--- src/rtl/param_weight_loader.sv ---
// param_weight_loader
// Producer side of the vector-unit parameter load path. Each ROM word is one
// param-FIFO entry {p0,p1,n0,n1}. For every entry the block issues one ROM read,
// shifts the negative pair and then the positive pair onto the byte-lane bus with
// o_prepare_weight, and finally strobes the param-FIFO write. FIFO occupancy is
// tracked with credits (i_set_param pops) so the FIFO is never written when full.
// Build option: define PARAM_LOADER_ROM_REG_EN for a registered-output ROM
// (two-cycle read wait, six-cycle entry cadence). Default is a one-cycle ROM.
//
// Timing note: every output is a registered decode of the state held during the
// previous cycle, so outputs lag the state register by one cycle. The ROM word
// requested in READ is therefore sampled on the edge taken while in NEG.
module param_weight_loader #(
  parameter int PARAM_ROM_ADDR_WIDTH = 8,
  parameter int PARAM_WIDTH          = 26,
  parameter int FIFO_DEPTH           = 32,
  parameter int CNT_WIDTH            = 6
) (
  input  logic                            clk,
  input  logic                            rst,
  input  logic                            i_start,
  input  logic [PARAM_ROM_ADDR_WIDTH-1:0] i_base_addr,
  input  logic [CNT_WIDTH-1:0]            i_num_entries,
  input  logic                            i_set_param,
  output logic                            o_rom_rd_en,
  output logic [PARAM_ROM_ADDR_WIDTH-1:0] o_rom_addr,
  input  logic [4*PARAM_WIDTH-1:0]        i_rom_data,
  output logic                            o_prepare_weight,
  output logic [7:0]                      o_load_weight_data_a_0,
  output logic [7:0]                      o_load_weight_data_b_0,
  output logic [7:0]                      o_load_weight_data_c_0,
  output logic [7:0]                      o_load_weight_data_d_0,
  output logic [7:0]                      o_load_weight_data_a_1,
  output logic [7:0]                      o_load_weight_data_b_1,
  output logic [7:0]                      o_load_weight_data_c_1,
  output logic [7:0]                      o_load_weight_data_d_1,
  output logic                            o_param_data_fifo_wr_en,
  output logic                            o_busy,
  output logic                            o_done
);

  localparam logic [2:0] S_IDLE  = 3'd0;
  localparam logic [2:0] S_READ  = 3'd1;
  localparam logic [2:0] S_WAIT  = 3'd2;
  localparam logic [2:0] S_NEG   = 3'd3;
  localparam logic [2:0] S_POS   = 3'd4;
  localparam logic [2:0] S_PUSH  = 3'd5;
  localparam logic [2:0] S_DONE  = 3'd6;
`ifdef PARAM_LOADER_ROM_REG_EN
  localparam logic [2:0] S_WAIT2 = 3'd7;
`endif

  localparam logic [CNT_WIDTH-1:0]            CNT_ONE  = CNT_WIDTH'(1);
  localparam logic [CNT_WIDTH-1:0]            CNT_ZERO = CNT_WIDTH'(0);
  localparam logic [CNT_WIDTH-1:0]            FULL_LVL = CNT_WIDTH'(FIFO_DEPTH);
  localparam logic [PARAM_ROM_ADDR_WIDTH-1:0] ADDR_ONE = PARAM_ROM_ADDR_WIDTH'(1);

  // Byte split of one param: a carries only the top two bits.
  function automatic logic [7:0] lane_a(input logic [PARAM_WIDTH-1:0] x);
    lane_a = {6'b000000, x[PARAM_WIDTH-1:PARAM_WIDTH-2]};
  endfunction

  function automatic logic [7:0] lane_b(input logic [PARAM_WIDTH-1:0] x);
    lane_b = x[23:16];
  endfunction

  function automatic logic [7:0] lane_c(input logic [PARAM_WIDTH-1:0] x);
    lane_c = x[15:8];
  endfunction

  function automatic logic [7:0] lane_d(input logic [PARAM_WIDTH-1:0] x);
    lane_d = x[7:0];
  endfunction

  logic [2:0]                      r_state;
  logic [PARAM_ROM_ADDR_WIDTH-1:0] r_addr;
  logic [CNT_WIDTH-1:0]            r_count;
  logic [CNT_WIDTH-1:0]            r_occ;
  logic [2*PARAM_WIDTH-1:0]        r_pos;

  logic [CNT_WIDTH-1:0]            w_occ_next;
  logic                            w_fifo_full;
  logic [PARAM_WIDTH-1:0]          w_src0;
  logic [PARAM_WIDTH-1:0]          w_src1;

  // Credit bookkeeping: a write and a pop in the same cycle cancel; a pop at zero is dropped.
  always_comb begin
    w_occ_next = r_occ;
    if (o_param_data_fifo_wr_en && !i_set_param) begin
      w_occ_next = r_occ + CNT_ONE;
    end else if (!o_param_data_fifo_wr_en && i_set_param && (r_occ != CNT_ZERO)) begin
      w_occ_next = r_occ - CNT_ONE;
    end else begin
      w_occ_next = r_occ;
    end
  end

  // READ looks at the occupancy after this edge so a write landing now is already counted.
  assign w_fifo_full = (w_occ_next == FULL_LVL);

  // Lane source: the negative pair straight from the ROM in NEG, the saved positive pair otherwise.
  always_comb begin
    w_src0 = r_pos[2*PARAM_WIDTH-1:PARAM_WIDTH];
    w_src1 = r_pos[PARAM_WIDTH-1:0];
    if (r_state == S_NEG) begin
      w_src0 = i_rom_data[2*PARAM_WIDTH-1:PARAM_WIDTH];
      w_src1 = i_rom_data[PARAM_WIDTH-1:0];
    end else begin
      w_src0 = r_pos[2*PARAM_WIDTH-1:PARAM_WIDTH];
      w_src1 = r_pos[PARAM_WIDTH-1:0];
    end
  end

  // Param-FIFO occupancy counter.
  always_ff @(posedge clk) begin
    if (rst) begin
      r_occ <= CNT_ZERO;
    end else begin
      r_occ <= w_occ_next;
    end
  end

  // Job sequencer and registered strobes.
  always_ff @(posedge clk) begin
    if (rst) begin
      r_state                 <= S_IDLE;
      r_addr                  <= '0;
      r_count                 <= CNT_ZERO;
      r_pos                   <= '0;
      o_rom_rd_en             <= 1'b0;
      o_rom_addr              <= '0;
      o_prepare_weight        <= 1'b0;
      o_param_data_fifo_wr_en <= 1'b0;
      o_busy                  <= 1'b0;
      o_done                  <= 1'b0;
    end else begin
      o_rom_rd_en             <= 1'b0;
      o_prepare_weight        <= 1'b0;
      o_param_data_fifo_wr_en <= 1'b0;
      o_done                  <= 1'b0;
      case (r_state)
        S_IDLE: begin
          // o_busy is still high in the o_done cycle, which blocks a start there.
          if (i_start && !o_busy) begin
            r_addr  <= i_base_addr;
            r_count <= i_num_entries;
            o_busy  <= 1'b1;
            r_state <= (i_num_entries == CNT_ZERO) ? S_DONE : S_READ;
          end else begin
            o_busy  <= 1'b0;
          end
        end
        S_READ: begin
          if (!w_fifo_full) begin
            o_rom_rd_en <= 1'b1;
            o_rom_addr  <= r_addr;
            r_addr      <= r_addr + ADDR_ONE;
            r_state     <= S_WAIT;
          end else begin
            r_state     <= S_READ;
          end
        end
        S_WAIT: begin
`ifdef PARAM_LOADER_ROM_REG_EN
          r_state <= S_WAIT2;
`else
          r_state <= S_NEG;
`endif
        end
`ifdef PARAM_LOADER_ROM_REG_EN
        S_WAIT2: begin
          r_state <= S_NEG;
        end
`endif
        S_NEG: begin
          o_prepare_weight <= 1'b1;
          r_pos            <= i_rom_data[4*PARAM_WIDTH-1:2*PARAM_WIDTH];
          r_state          <= S_POS;
        end
        S_POS: begin
          o_prepare_weight <= 1'b1;
          r_state          <= S_PUSH;
        end
        S_PUSH: begin
          o_param_data_fifo_wr_en <= 1'b1;
          r_count                 <= r_count - CNT_ONE;
          r_state                 <= (r_count == CNT_ONE) ? S_DONE : S_READ;
        end
        S_DONE: begin
          o_done  <= 1'b1;
          r_state <= S_IDLE;
        end
        default: begin
          r_state <= S_IDLE;
        end
      endcase
    end
  end

  // Byte-lane bus: loaded in NEG and POS, held at every other time.
  always_ff @(posedge clk) begin
    if (rst) begin
      o_load_weight_data_a_0 <= 8'h00;
      o_load_weight_data_b_0 <= 8'h00;
      o_load_weight_data_c_0 <= 8'h00;
      o_load_weight_data_d_0 <= 8'h00;
      o_load_weight_data_a_1 <= 8'h00;
      o_load_weight_data_b_1 <= 8'h00;
      o_load_weight_data_c_1 <= 8'h00;
      o_load_weight_data_d_1 <= 8'h00;
    end else if ((r_state == S_NEG) || (r_state == S_POS)) begin
      o_load_weight_data_a_0 <= lane_a(w_src0);
      o_load_weight_data_b_0 <= lane_b(w_src0);
      o_load_weight_data_c_0 <= lane_c(w_src0);
      o_load_weight_data_d_0 <= lane_d(w_src0);
      o_load_weight_data_a_1 <= lane_a(w_src1);
      o_load_weight_data_b_1 <= lane_b(w_src1);
      o_load_weight_data_c_1 <= lane_c(w_src1);
      o_load_weight_data_d_1 <= lane_d(w_src1);
    end
  end

endmodule

--- config.mk ---
export PLATFORM = sky130hd
export DESIGN_NAME = param_weight_loader
export DESIGN_NICKNAME = d
export VERILOG_FILES = /design/src/rtl/param_weight_loader.sv
export SDC_FILE = /design/constraint.sdc
export NUM_CORES = 1
export LEC_CHECK = 0
export CAP_MARGIN = 20
export CORE_ASPECT_RATIO = 1.75
export CORE_MARGIN = 1.5
export CORE_UTILIZATION = 35
export DETAILED_ROUTE_END_ITERATION = 6
export DONT_BUFFER_PORTS = 1
export PLACE_DENSITY = 0.56
export RECOVER_POWER = 50
export SYNTH_ARGS = -nofsm -noshare
export SYNTH_HDL_FRONTEND = slang
export SYNTH_SLANG_ARGS = --single-unit
--- constraint.sdc ---
create_clock -name clk -period 2.6 [get_ports clk]
set_input_delay 0.52 -clock clk [delete_from_list [all_inputs] [get_ports clk]]
set_output_delay 0.52 -clock clk [all_outputs]
set_load 0.1 [all_outputs]
# Word-level counts from Yosys, hierarchy flattened
# Index checks and enable logic that the tools add are counted.
totals:
  register_bits: 140
  input_bits: 122
  out_inout_bits: 77
  word_cells: 72
classes:
  n_addsub: 4
  n_eq_ne: 10
  n_mux: 19
  bitwise: 2
  reduce_logical: 18
op_table:
  columns: ["operator", "count"]
  rows:
  - ["26-bit two-way mux", 2]
  - ["6-bit two-way mux", 3]
  - ["3-bit case mux with 6 select lines", 1]
  - ["8-bit two-way mux", 2]
  - ["8-bit case mux with 2 select lines", 1]
  - ["6-bit case mux with 2 select lines", 1]
  - ["6-bit by 1-bit subtractor with 6-bit output, second input constant", 2]
  - ["3-bit equality test, second input constant", 3]
  - ["3-bit two-way mux", 3]
  - ["8-bit by 1-bit adder with 8-bit output, second input constant", 1]
  - ["6-bit by 1-bit adder with 6-bit output, second input constant", 1]
  - ["3-bit by 2-bit equality test with 1-bit output, second input constant", 2]
  - ["6-bit by 1-bit equality test with 1-bit output, second input constant", 1]
  - ["6-bit equality test, second input constant", 1]
  - ["6-bit zero test", 1]
  - ["6-bit nonzero test", 1]
  - ["1-bit two-way mux", 5]
  - ["1-bit logical AND", 4]
  - ["2-bit inequality test, second input constant", 2]
  - ["2-bit AND reduction", 2]
  - ["2-bit nonzero test", 2]
  - ["2-bit OR reduction", 2]
  - ["3-bit by 1-bit equality test with 1-bit output, second input constant", 1]
  - ["1-bit zero test", 3]
  - ["other kinds (5)", 6]

# Depth between registers and ports, before layout
# Gate-level depths: netlist of the first run.
logic_depth:
  word_depth: 8
  mapped_depth: 10
  depth_no_buf: 9

# Worst setup path before layout of the first run
# OpenSTA, ideal clock, no wires.
synth_timing:
  path_type: "register to register"
  from: "reg o_param_data_fifo_wr_en"
  to: "reg r_addr[3]"
  setup_ps: 88
  arrival_time_ps: 2637
  required_time_ps: 2512
  setup_slack_ps: -125
  path_stages_with_launch: 10
  n_path_buf: 2
  synth_period_minus_slack_ps: 2725
  path_cell_list: "dfxtp_1 buf_2 nand3b_1 o221a_2 a211oi_1 and4_4 a31o_4 buf_6 a21oi_2 o32ai_2"
synth_via:
  elab_chain_len: 8
  word_cells_on_any_way: 9
  classes_between: "eq/ne (2); mux (2); reduce/logical (5)"
synth_lines:
  columns: ["item", "line", "source"]
  rows:
  - ["start, declared", "37", "output logic o_param_data_fifo_wr_en,"]
  - ["start signal, assigned", "133", "o_param_data_fifo_wr_en <= 1'b0;"]
  - ["start signal, assigned", "139", "o_param_data_fifo_wr_en <= 1'b0;"]
  - ["start signal, assigned", "185", "o_param_data_fifo_wr_en <= 1'b1;"]
  - ["1-bit zero test", "91", "end else if (!o_param_data_fifo_wr_en && i_set_param && (r_occ != CNT_ZERO)) begin"]
  - ["1-bit logical AND (2 in series)", "91", null]
  - ["6-bit two-way mux", "91", null]
  - ["6-bit two-way mux (*)", "89", "if (o_param_data_fifo_wr_en && !i_set_param) begin"]
  - ["6-bit equality test (*)", "99", "assign w_fifo_full = (w_occ_next == FULL_LVL);"]
  - ["2-bit inequality test (no source line) (*)", null, null]
  - ["3-bit AND reduction (no source line) (*)", null, null]
  - ["end signal, assigned", "145", "r_addr <= i_base_addr;"]
  - ["end signal, assigned", "157", "r_addr <= r_addr + ADDR_ONE;"]
  - ["end, declared", "76", "logic [PARAM_ROM_ADDR_WIDTH-1:0] r_addr;"]
# Every way passes the cells marked *; elsewhere a longest branch is shown, timed or not.
# A chain may end at the register's enable or synchronous reset.

# Final worst setup path of the first run
layout_timing:
  from: "reg r_occ[0]"
  to: "reg r_addr[4]"
layout_via:
  elab_chain_len: 7
  word_cells_on_any_way: 9
  classes_between: "add/sub (2); eq/ne (2); mux (2); reduce/logical (3)"
layout_lines:
  columns: ["item", "line", "source"]
  rows:
  - ["start, declared", "78", "logic [CNT_WIDTH-1:0] r_occ;"]
  - ["start signal, assigned", "119", "r_occ <= w_occ_next;"]
  - ["branches (longest 3 deep; another with 6-bit by 1-bit subtractor with 6-bit output)", null, null]
  - ["6-bit two-way mux (*)", "89", null]
  - ["6-bit equality test (*)", "99", null]
  - ["2-bit inequality test (no source line) (*)", null, null]
  - ["3-bit AND reduction (no source line) (*)", null, null]
# Mark *: on every way between the ends.

==> results of run 1 <==
-- stage by stage --
step	instance area (um2)	util, %
4_1_cts	7150	43.5
5_1_grt	6910	42.0
3_3_place_gp	6560	39.9
6_report	6910	42.0
3_5_place_dp	6560	39.9
2_1_floorplan	5930	-
-- registers in the layout, indices dropped and copies added (netlist names), 8 cells and up --
| name | cells |
|---|---|
| o_load_weight_data_b_0 | 8 |
| o_load_weight_data_b_1 | 8 |
| o_load_weight_data_c_0 | 8 |
| o_load_weight_data_c_1 | 8 |
| o_load_weight_data_d_0 | 8 |
| o_load_weight_data_d_1 | 8 |
| o_rom_addr | 8 |
| r_addr | 8 |
| r_pos | 52 |
-- cells in the mapped netlist (all sizes together) (2+ instances only) --
library cell,count
xnor2,2
nor3,19
nand4,3
o211ai,2
clkbuf,47
ha,6
a21oi,81
nand3b,4
dfxtp,140
nand2,170
a31o,2
and4,2
nor2b,3
nand3,7
and3,2
and2,4
or2,3
or3,3
a211oi,9
nor2,83
a311oi,53
nand2b,3
o21ai,9
o32ai,7
inv,12
mux2i,10
buf,19
-- repair_timing --
| action | CTS | global route |
|---|---|---|
| gates resized for setup | 0 | 2 |
| buffers inserted | 0 | 0 |
| setup endpoints to repair | 0 | 17 |
| hold buffers | 0 | 0 |
-- critical path: cells and delay by family, from the launching register on --
family	cells	cell delay, ns
compound gates	5	0.90
simple gates	2	0.51
flops	1	0.42
buf+inv	2	0.28
fa+ha+maj	1	0.22
-- where the power goes --
part	leakage (nW)	switching, mW	internal, mW
Combinational	0.788	1.41	0.510
Sequential	1.13	0.189	2.35
Clock	0.282	0.997	1.46
-- layer usage --
metal | vias up | wire length (um) | part of all wire (%) | global-route usage (%)
met5 | - | 0 | 0 | 0
met3 | 30 | 1000 | 6.5 | 5.04
met1 | 2358 | 5800 | 38 | 17.4
li1 | 2551 | - | - | -
met4 | 0 | 439 | 2.9 | 7.35
met2 | 153 | 8110 | 53 | 30.9
-- kinds of logic (layout without fill, tap and decap cells) --
group / Yosys count / in the layout / share of synthesized area (%)
compound gates: 170 / 170 / 20.7
other cells: 1 / 13 / 0.0637
simple gates: 310 / 310 / 22.3
flops: 140 / 140 / 47.6
fa+ha+maj: 6 / 6 / 1.27
mux: 10 / 10 / 1.70
xor+xnor: 2 / 2 / 0.425
buf+inv: 78 / 118 / 6.01
-- layout make-up --
type / count / area (um2)
Sequential cell: 140 / 2810
Tap cell: 224 / 280
Timing Repair Buffer: 74 / 379
Clock inverter: 14 / 159
Clock buffer: 18 / 439
Multi-Input combinational cell: 510 / 2800
Fill cell: 1763 / 9540
Antenna cell: 1 / 2.50
Inverter: 12 / 45.0
-- layout by cell type (no fill, tap or decap), types with 5 or more instances in the layout --
cell and instances:
a211oi_1 8, o32ai_2 5, nand2_1 169, inv_1 12, mux2i_1 10, nand3_1 7, ha_1 6, nor2_1 82
conb_1 12, a21oi_1 75, a21oi_2 5, buf_4 5, o21ai_0 8, clkbuf_1 63, nor3_1 18, buf_12 5
a311oi_1 53, clkbuf_16 17, dfxtp_1 138
-- worst max-delay path by stage --
stage / depth (start not counted) / slack (ns) / end / startpoint
after CTS: 10 / 0.01 / r_addr[4]$_SDFFE_PP0P_ / r_occ[0]$_SDFF_PP0_
after global placement: 10 / 0.23 / r_addr[6]$_SDFFE_PP0P_ / r_occ[0]$_SDFF_PP0_
final: 10 / 0.17 / r_addr[4]$_SDFFE_PP0P_ / r_occ[0]$_SDFF_PP0_
after detailed placement: 10 / 0.04 / r_addr[7]$_SDFFE_PP0P_ / r_occ[0]$_SDFF_PP0_
after floorplan: 9 / 0.22 / r_addr[3]$_SDFFE_PP0P_ / o_param_data_fifo_wr_en$_SDFF_PP0_
after global routing: 10 / 0.01 / r_addr[4]$_SDFFE_PP0P_ / r_occ[0]$_SDFF_PP0_
==> metrics.md, run 1 <==
| Metric | Value |
|---|---|
| Status | complete, no violations |
| DIE AREA | 0.0176 mm2 |
| Clock transition at path regs | roughly 0.07 ns |
| Post-synthesis cell area | just under 0.006 mm2 |
| Worst R2R Path Depth | 10 |
| Hold WS | 0.180 ns |
| Primary FF master, synth | dfxtp_1 |
| Clk Latency, worst-skew pair | 0.41 ns |
| Crit Reg-Reg Startpoint | r_occ[0]$_SDFF_PP0_ |
| Power per cell area | 1000 mW/mm2 |
| Detailed placement HPWL | 10800 um |
| Avg Vias per Cell | 5.13 |
| CTS Buffer Depth | 2 |
| Final min period | 2.43 ns |
| Placed Cells | 960 |
| Post-synth ARST share | 0% |
| 1st-iter DRT viols | 165 |
| Io pins | 199 |
| Synth area leader | dfxtp_1 |
| Post-synth EDFFs | 0 |
| Wirelength per Cell | 15.5 um |
| Max incr delay on CP | 0.42 ns |
| Period Utilization, post-route | 93.3% |
| Worst R2R End | r_addr[4]$_SDFFE_PP0P_ |
| Post-synthesis register bit count | 140 |
| Pre-Repair DR Iteration Count | 4 |
| Die span in y | 175 um |
| Critical Path AT | between 2 and 3 ns |
| Global-route wire length before repair | roughly 24000 um |
| CP Capture Type | register |
| Layout overhead on the synthesized area | 17.3% |
| Count of cell types in the netlist | between 50 and 60 |
| Initial antenna violation count | 1 |
| Leakage | 2.20 nW |
| CTS Buf Count | 17 |
| Vias in the first global route | 4832 |
| Starting Density | 35.8% |
| Final worst setup slack | 0.174 ns |
| Setup tns final | 0 ns |
| Cell count after synthesis | 717 |
| DRC viols | 0 |
| FP Rows | 62 |
| VDD IR max | 0.000503 V |
| H-tree depth | 4 |
| MaxCap Viol Count | 0 |
| Core Box Area | around 0.016 mm2 |
| Type of the most critical hold path | input pin to register |
| CTS tree | yes |
| CP startpoint kind | register |
| RSZ-0062 raised after global routing | no |
| Setup violators final | 0 |
| Share of the synthesized area in the top cell type | 47.6% |
| WS Path Type | register to register |
| Post-route ant nets | 0 |
| Final Hold Viols | 0 |
| GRT Util Overall | 16.9% |
| Post-Syn Area per Cell | 8.22 um2 |
| Reg-to-reg setup timing slack | 0.17 ns |
| Top cells by area, synth | dfxtp_1 48%, nand2_1 11%, a311oi_1 7.9% |
| Hold path endpoint | r_pos[47]$_SDFFE_PP0P_ |
| IO buf count | 0 |
| Final #Nets | 883 |
| Ys Warns | 0 |
| Hold Path Depth | 1 |
| Register area share after synthesis | 47.6% |
| Slowest-stage cell, CP | dfxtp_2 |
| Final Non-Filler Cells | 993 |
| Root buf cell | clkbuf_16 |
| Routability cong. | a little under 0.9 |
| Maximum number of pins on one net before global-route repair | 135 |
| Via count | 5092 |
| Total grt overflow | 0 |
| Count of final max-slew check failures | 0 |
| Crit-path cells | inv_1 -> ha_1 -> nor2b_2 -> a2111o_1 -> o311ai_1 -> and4_4 -> a31o_4 -> buf_12 -> a21oi_2 -> o32ai_2 |
| Dpl ws | 0.0388 ns |
| Worst Tran Pin Value | 1.28 ns |
| HP Start | rst |
| Setup Skew | 0.0113 ns |
| Data required time of the critical path | just under 3 ns |
| Tot Pwr | 6.91 mW |
| Layout cells sized above 1 | 9.11% |
| Die width | 101 um |
| Sink Count | 140 |
| CP max FO | 9 |
| WL final | roughly 15000 um |
| Relative slew slack | 14.8% |
| Fmax achieved | 412 MHz |
(Power assumes the default switching activity.)
==> run 2: changes to the inputs <==
--- a/config.mk
+++ b/config.mk
@@ -5,14 +5,17 @@
 export SDC_FILE = /design/constraint.sdc
 export NUM_CORES = 1
 export LEC_CHECK = 0
+export ABC_AREA = 1
 export CAP_MARGIN = 20
 export CORE_ASPECT_RATIO = 1.75
 export CORE_MARGIN = 1.5
 export CORE_UTILIZATION = 35
+export CTS_BUF_LIST = sky130_fd_sc_hd__clkbuf_16
 export DETAILED_ROUTE_END_ITERATION = 6
 export DONT_BUFFER_PORTS = 1
 export PLACE_DENSITY = 0.56
 export RECOVER_POWER = 50
+export REMOVE_ABC_BUFFERS = 1
 export SYNTH_ARGS = -nofsm -noshare
 export SYNTH_HDL_FRONTEND = slang
 export SYNTH_SLANG_ARGS = --single-unit
==> run 2 against run 1 <==
Effect of this change:
- via count grew 2.0%
- sequential power grew 6%
- cell count grew 6.0%
- cell area shrank 0.83%
- global-route usage grew 1.6 points
- clock-buffer cell count shrank 1
- total power grew 18%
- maximum frequency grew 9.3%
- critical path depth shrank 9
- sequential cell count is the same
- critical path type is now register to primary output
- critical endpoint is now o_param_data_fifo_wr_en
==> metrics.md, run 2 <==
| Metric | Value |
|---|---|
| Clk Latency, worst-skew pair | between 0.4 and 0.5 ns |
| Post-Syn Area per Cell | 7.59 um2 |
| Max FFs per register | 52 |
| Layout overhead on the synthesized area | 16.8% |
| Setup violators final | 0 |
| Maximum number of pins on one net before global-route repair | 105 |
| Most frequent cells in the layout | 226 x nand2_1, 140 x dfxtp_1, 68 x a21oi_1 |
| Final Hold Viols | 0 |
| Setup Skew | 0.0104 ns |
| Setup tns final | 0 ns |
| Die span in y | ~170 um |
| Relative slew slack | between 15 and 20% |
| Int Pwr | 4.85 mW |
| Top cells by area, synth | dfxtp_1 48%, nand2_1 14%, a31oi_1 5.9% |
| Cts hold-fix bufs | 0 |
| Type of the most critical hold path | input pin to register |
| Placed instance area | 0.00647 mm2 |
| Critical Path AT | between 1.5 and 2 ns |
| Count of cell types in the netlist | 37 |
| IO buf count | 0 |
| Data required time of the critical path | 2.08 ns |
| Avg Vias per Cell | 4.93 |
| Final Instance Area | 0.00685 mm2 |
| MaxCap Viol Count | 0 |
| Multiplexer area fraction after synthesis | less than 1% |
| H-tree depth | 4 |
| Die width | 101 um |
| FP Rows | 62 |
| Sequential power share | 32.9% |
| RSZ-0062 raised after global routing | no |
| CTS tree | yes |
| CTS Buf Count | 17 |
| Sw Ratio | between 40% and 50% |
| Primary FF master, synth | dfxtp_1 |
| Root buf cell | clkbuf_16 |
| CTS Buffer Depth | 2 |
| WS Path Type | register to primary output |
| Power per cell area | ~1200 mW/mm2 |
| Slowest-stage cell, CP | clkbuf_1 |
| Sink Count | 140 |
| Critical path depth | 1 |
| CP Capture Type | primary output |
| Post-synthesis cell area | 0.00587 mm2 |
| Max incr delay on CP | 0.88 ns |
| Largest family of logic cells by synthesized area | simple AND/OR/NAND/NOR gates |
| Synth Area in Simple Gates | 24.0% |
| Hold Path Depth | 1 |
| Post-route ant nets | 0 |
| Xor-xnor portion of the synthesized cell area | less than 1% |
| Worst R2R Path Depth | 5 |
| Count of final max-slew check failures | 0 |
| CP top delay family | buffers and inverters |
| Detailed placement HPWL | 10800 um |
| Post-synthesis register bit count | 140 |
| Fillers | roughly 1800 |
| CP startpoint kind | register |
| Vias in the first global route | 5038 |
| Leakage | 2.48 nW |
| Net Sw Power | around 3.3 mW |
| Ant diodes | 0 |
| Worst path bufs/invs | 1 |
| Final min period | 2.22 ns |
| Post-cts gate resize count | 0 |
| Clock power frac | between 30% and 40% |
| Fmax achieved | 451 MHz |
| Routability cong. | 0.824 |
| Period Utilization, post-route | 85.3% |
| Top reg by flops | r_pos |
| Register area share after synthesis | 47.8% |
| Starting Density | 35.7% |
| Wirelength per Cell | 15.1 um |
| Setup Fix Bufs, Post-CTS | 0 |
| Hold WS | approximately 0.17 ns |
| Crit-path cells | clkbuf_1 |
| Via count | 5194 |
| Core Box Area | 0.0164 mm2 |
| Cell count after synthesis | 773 |
| Final #Nets | 944 |
| Share of the synthesized area in the top cell type | between 40 and 50% |
| Commonest non-fill, non-tap cell in the layout | nand2_1 |
| Post-synth ARST share | 0% |
| Worst Tran Pin Value | roughly 1.3 ns |
| DRC viols | 0 |
| Ys Warns | 0 |
| WL final | 15900 um |
| Layout cells sized above 1 | about 7.7% |
| Synth area leader | dfxtp_1 |
| VDD IR max | 0.000552 V |
| Top-count cell post-synth | nand2_1 |
| Status | complete, no violations |
| Total grt overflow | 0 |
| Post-synth EDFFs | 0 |
| Global-route wire length before repair | 25100 um |
| Io pins | 199 |
| Synth Area in Compound Gates | between 10% and 20% |
| Initial antenna violation count | 0 |
| Pre-Repair DR Iteration Count | 5 |
| DIE AREA | 0.0176 mm2 |
| Commonest cells post-synth | 225 x nand2_1, 140 x dfxtp_1, 68 x a21oi_1 |
| Logic gate share of total power | about 34% |
| Adder-cell share of the synthesized area | under 10% |
| GRT Util Overall | 18.5% |
| 1st-iter DRT viols | 258 |
| Clock transition at path regs | 0.06 ns |
| CP max FO | 4 |
[run 2: logic make-up after synthesis]
group                      count (synthesis)
and+or+nand+nor                          326
muxes                                      1
DFF                                      140
AOI/OAI and AO/OA                        204
adders and majority gates                  6
xor gates and xnor gates                   3
other                                      1
buffers and inverters                     92
[run 2: final cells by class]
class                   count  area (um2)  share of cell area [%]
clock buffers              17         425                    6.21
clock inverters            15         228                    3.32
inverters                  33         124                    1.81
multi-input cells         552        2660                    38.9
flip-flops and latches    140        2800                    40.9
well taps                 224         280                    4.09
repair buffers             72         329                    4.80
[run 2: path summary, 6_finish.rpt]
check,start,endpoint,slack [ns]
min,rst,r_pos[24]$_SDFFE_PP0P_,0.17
max,o_param_data_fifo_wr_en$_SDFF_PP0_,o_param_data_fifo_wr_en,0.38
max reg2reg,r_state[2]$_SDFFE_PP0P_,o_load_weight_data_d_0[3]$_SDFFE_PP0P_,0.42
min reg2reg,r_pos[15]$_SDFFE_PP0P_,r_pos[15]$_SDFFE_PP0P_,0.46
[run 2: per-stage QoR]
stage	util (%)	std cells	total power, mW	worst slack [ns]
3_3_place_gp	39.3	1021	5.69	0.567
2_1_floorplan	-	725	5.09	-4.15
3_5_place_dp	39.3	1021	5.71	0.535
4_1_cts	43.3	1053	8.43	0.534
6_report	41.7	1053	8.17	0.381
5_1_grt	41.7	1053	8.62	0.170
[run 2: power groups by stage]
stage,Clock [mW],Sequential [mW],Combinational [mW]
floorplan,0,3.71,1.38
global placement,0,2.73,2.96
detailed placement,0,2.74,2.97
CTS,2.77,2.69,2.98
global route,2.87,2.72,3.02
finish,2.71,2.69,2.77
[run 2: layer usage]
metal / vias to the layer above / GRT usage, % / wire length, um / part of all wire (%)
met5: - / 0 / 0 / 0
met4: 0 / 10.8 / 627 / 3.9
met3: 37 / 4.95 / 929 / 5.8
met2: 145 / 32.4 / 8380 / 53
met1: 2360 / 19.3 / 5980 / 38
li1: 2652 / - / - / -
==> run 3: changes to the inputs <==
==> constraint.sdc (replaced) <==
create_clock -name clk -period 2.6 [get_ports clk]
set_input_delay 0.13 -clock clk [delete_from_list [all_inputs] [get_ports clk]]
set_output_delay 0.13 -clock clk [all_outputs]
set_load 0.02 [all_outputs]
==> run 3 against run 2 <==
Effect of this change:
- clock power shrank 6%
- worst hold slack lost 0.14 ns
- critical path depth grew 5
- wire length grew 6.8%
- register-to-register slack lost 0.06 ns
- sequential cell count is the same
- setup slack lost 0.024 ns
- total power shrank 12%
- clock-buffer cell count is the same
- sequential share of layout area shrank 4.5 points
- largest power group is now sequential cells
==> metrics.md, run 3 (same netlist as run 2, synthesis figures left out) <==
| Metric | Value |
|---|---|
| Power per cell area | 935 mW/mm2 |
| Final core utilization | approximately 47% |
| Hold Path Depth | 4 |
| Data required time of the critical path | ~2.9 ns |
| Wirelength per Cell | 15.4 um |
| Root buf cell | clkbuf_16 |
| DIE AREA | between 0.015 and 0.02 mm2 |
| Top reg by flops | r_pos |
| Total grt overflow | 0 |
| Worst R2R Path Depth | 6 |
| Pre-Repair DR Iteration Count | 4 |
| Commonest non-fill, non-tap cell in the layout | nand2_1 |
| CP startpoint | r_state[2]$_SDFFE_PP0P_ |
| Final Instance Area | 0.00769 mm2 |
| Via count | between 5000 and 6000 |
| Routability cong. | just over 0.8 |
| FP Rows | 62 |
| Post-route ant nets | 0 |
| FF+latch area | 0.00280 mm2 |
| Initial antenna violation count | 0 |
| H-tree depth | 4 |
| Layout overhead on the synthesized area | 31.0% |
| RSZ-0062 raised after global routing | no |
| Placed instance area | ~0.006 mm2 |
| Crit Reg-Reg Startpoint | r_state[2]$_SDFFE_PP0P_ |
| VDD IR max | between 0.0004 and 0.0005 V |
| 1st-iter DRT viols | 177 |
| Final Hold Viols | 0 |
| Die width | 101 um |
| Clk Latency, worst-skew pair | about 0.41 ns |
| IO buf count | 0 |
| CP startpoint kind | register |
| DRC viols | 0 |
| Reg-to-reg setup timing slack | 0.36 ns |
| Worst R2R End | r_pos[28]$_SDFFE_PP0P_ |
| Die span in y | 174 um |
| Period Utilization, post-route | 86.3% |
| Layout cells sized above 1 | 7.53% |
| Crit path to | r_pos[28]$_SDFFE_PP0P_ |
| Setup violators final | 0 |
| GRT Util Overall | 19.5% |
| Detailed placement HPWL | roughly 11000 um |
| Core Box Area | 0.0164 mm2 |
| Critical Path AT | 2.54 ns |
| Fillers | 1668 |
| Type of the most critical hold path | input pin to register |
| CTS tree | yes |
| Area of the multi-input gates | 0.00266 mm2 |
| Leakage | between 2 and 3 nW |
| Most frequent cells in the layout | 226 x nand2_1, 140 x dfxtp_1, 111 x dlygate4sd3_1 |
| Starting Density | 35.7% |
| Ant diodes | 0 |
| Worst Tran Pin Value | between 0.6 and 0.7 ns |
| Avg Vias per Cell | slightly above 5 |
| Relative slew slack | 58.5% |
| Global-route wire length before repair | 27200 um |
| Count of final max-slew check failures | 0 |
| CTS Buf Count | 17 |
| WS Path Type | register to register |
| WL final | around 17000 um |
| Final min period | 2.24 ns |
| CP Capture Type | register |
| CTS Buffer Depth | 2 |
| CP max FO | 52 |
| Vias in the first global route | approximately 5500 |
| Sink Count | between 100 and 150 |
| Setup Fix Bufs, Post-CTS | 0 |
| Clock transition at path regs | 0.07 ns |
| Io pins | approximately 200 |
| Final #Nets | 991 |
| MaxCap Viol Count | 0 |
| Maximum number of pins on one net before global-route repair | 105 |
| Fmax achieved | 446 MHz |
| Max FFs per register | 52 |
| Post-cts gate resize count | 0 |
| Status | complete, no violations |
| Setup Skew | approximately 0.0093 ns |
[run 3: cell types whose count changed in the layout (fill, tap and decap cells not counted), moves of 3 or more]
cell           before  now
clkbuf_1           65    1
dlygate4sd3_1       0  111
bufinv_16           6    3
inv_6               0    5
clkinv_1            4    1
[run 3: layer usage]
metal	wire (um)	GRT usage (%)
met5	0	0
met4	402	7.81
met3	711	5.07
met2	9210	35.9
met1	6670	20.6
[run 3: final cells by class]
cell class / count / area share (%)
sequential: 140 / 36.5
multi-input combinational: 552 / 34.5
timing repair buffer: 119 / 15.8
clock buffer: 17 / 5.53
tap: 224 / 3.65
clock inverter: 15 / 2.44
inverter: 33 / 1.61
[run 3: how the worst min path moves through the flow]
stage	slack [ns]	start	end
after global placement	0.21	rst	r_pos[29]$_SDFFE_PP0P_
after global routing	0.05	i_base_addr[2]	r_addr[2]$_SDFFE_PP0P_
final	0.04	i_base_addr[3]	r_addr[3]$_SDFFE_PP0P_
after CTS	0.02	i_base_addr[3]	r_addr[3]$_SDFFE_PP0P_
after detailed placement	0.21	rst	r_pos[28]$_SDFFE_PP0P_
after floorplan	0.20	rst	r_count[2]$_SDFFE_PP0P_
[run 3: critical path, stage by stage, from the launching register on]
cell and delay [ns]:
dfxtp_1 0.40, nor3_1 0.46, inv_2 0.10, buf_4 0.35, nand2_1 0.17, a21oi_1 0.07, dlygate4sd3_1 0.57
[run 3: stage by stage]
stage | hold WS (ns) | instances | power [mW] | setup slack [ns] | TNS, ns
2_1_floorplan | 0.199 | 725 | 4.19 | -4.15 | -346.15
3_3_place_gp | 0.206 | 956 | 4.57 | 0.483 | 0
3_5_place_dp | 0.207 | 956 | 4.60 | 0.432 | 0
4_1_cts | 0.0205 | 1100 | 7.32 | 0.376 | 0
5_1_grt | 0.0484 | 1100 | 7.64 | 0.130 | 0
6_report | 0.0386 | 1100 | 7.19 | 0.357 | 0
[run 3: report_power, final]
| group | total, mW | switching [mW] | internal, mW |
|---|---|---|---|
| combinational | 1.72 | 1.05 | 0.667 |
| clock | 2.54 | 1.01 | 1.53 |
| sequential | 2.93 | 0.468 | 2.46 |
| total | 7.19 | 2.53 | 4.66 |
[run 3: what timing repair did]
item / CTS / global route
hold buffers: 112 / 0
endpoints found under the hold margin: 122 / 0
setup endpoints to repair: 0 / 0
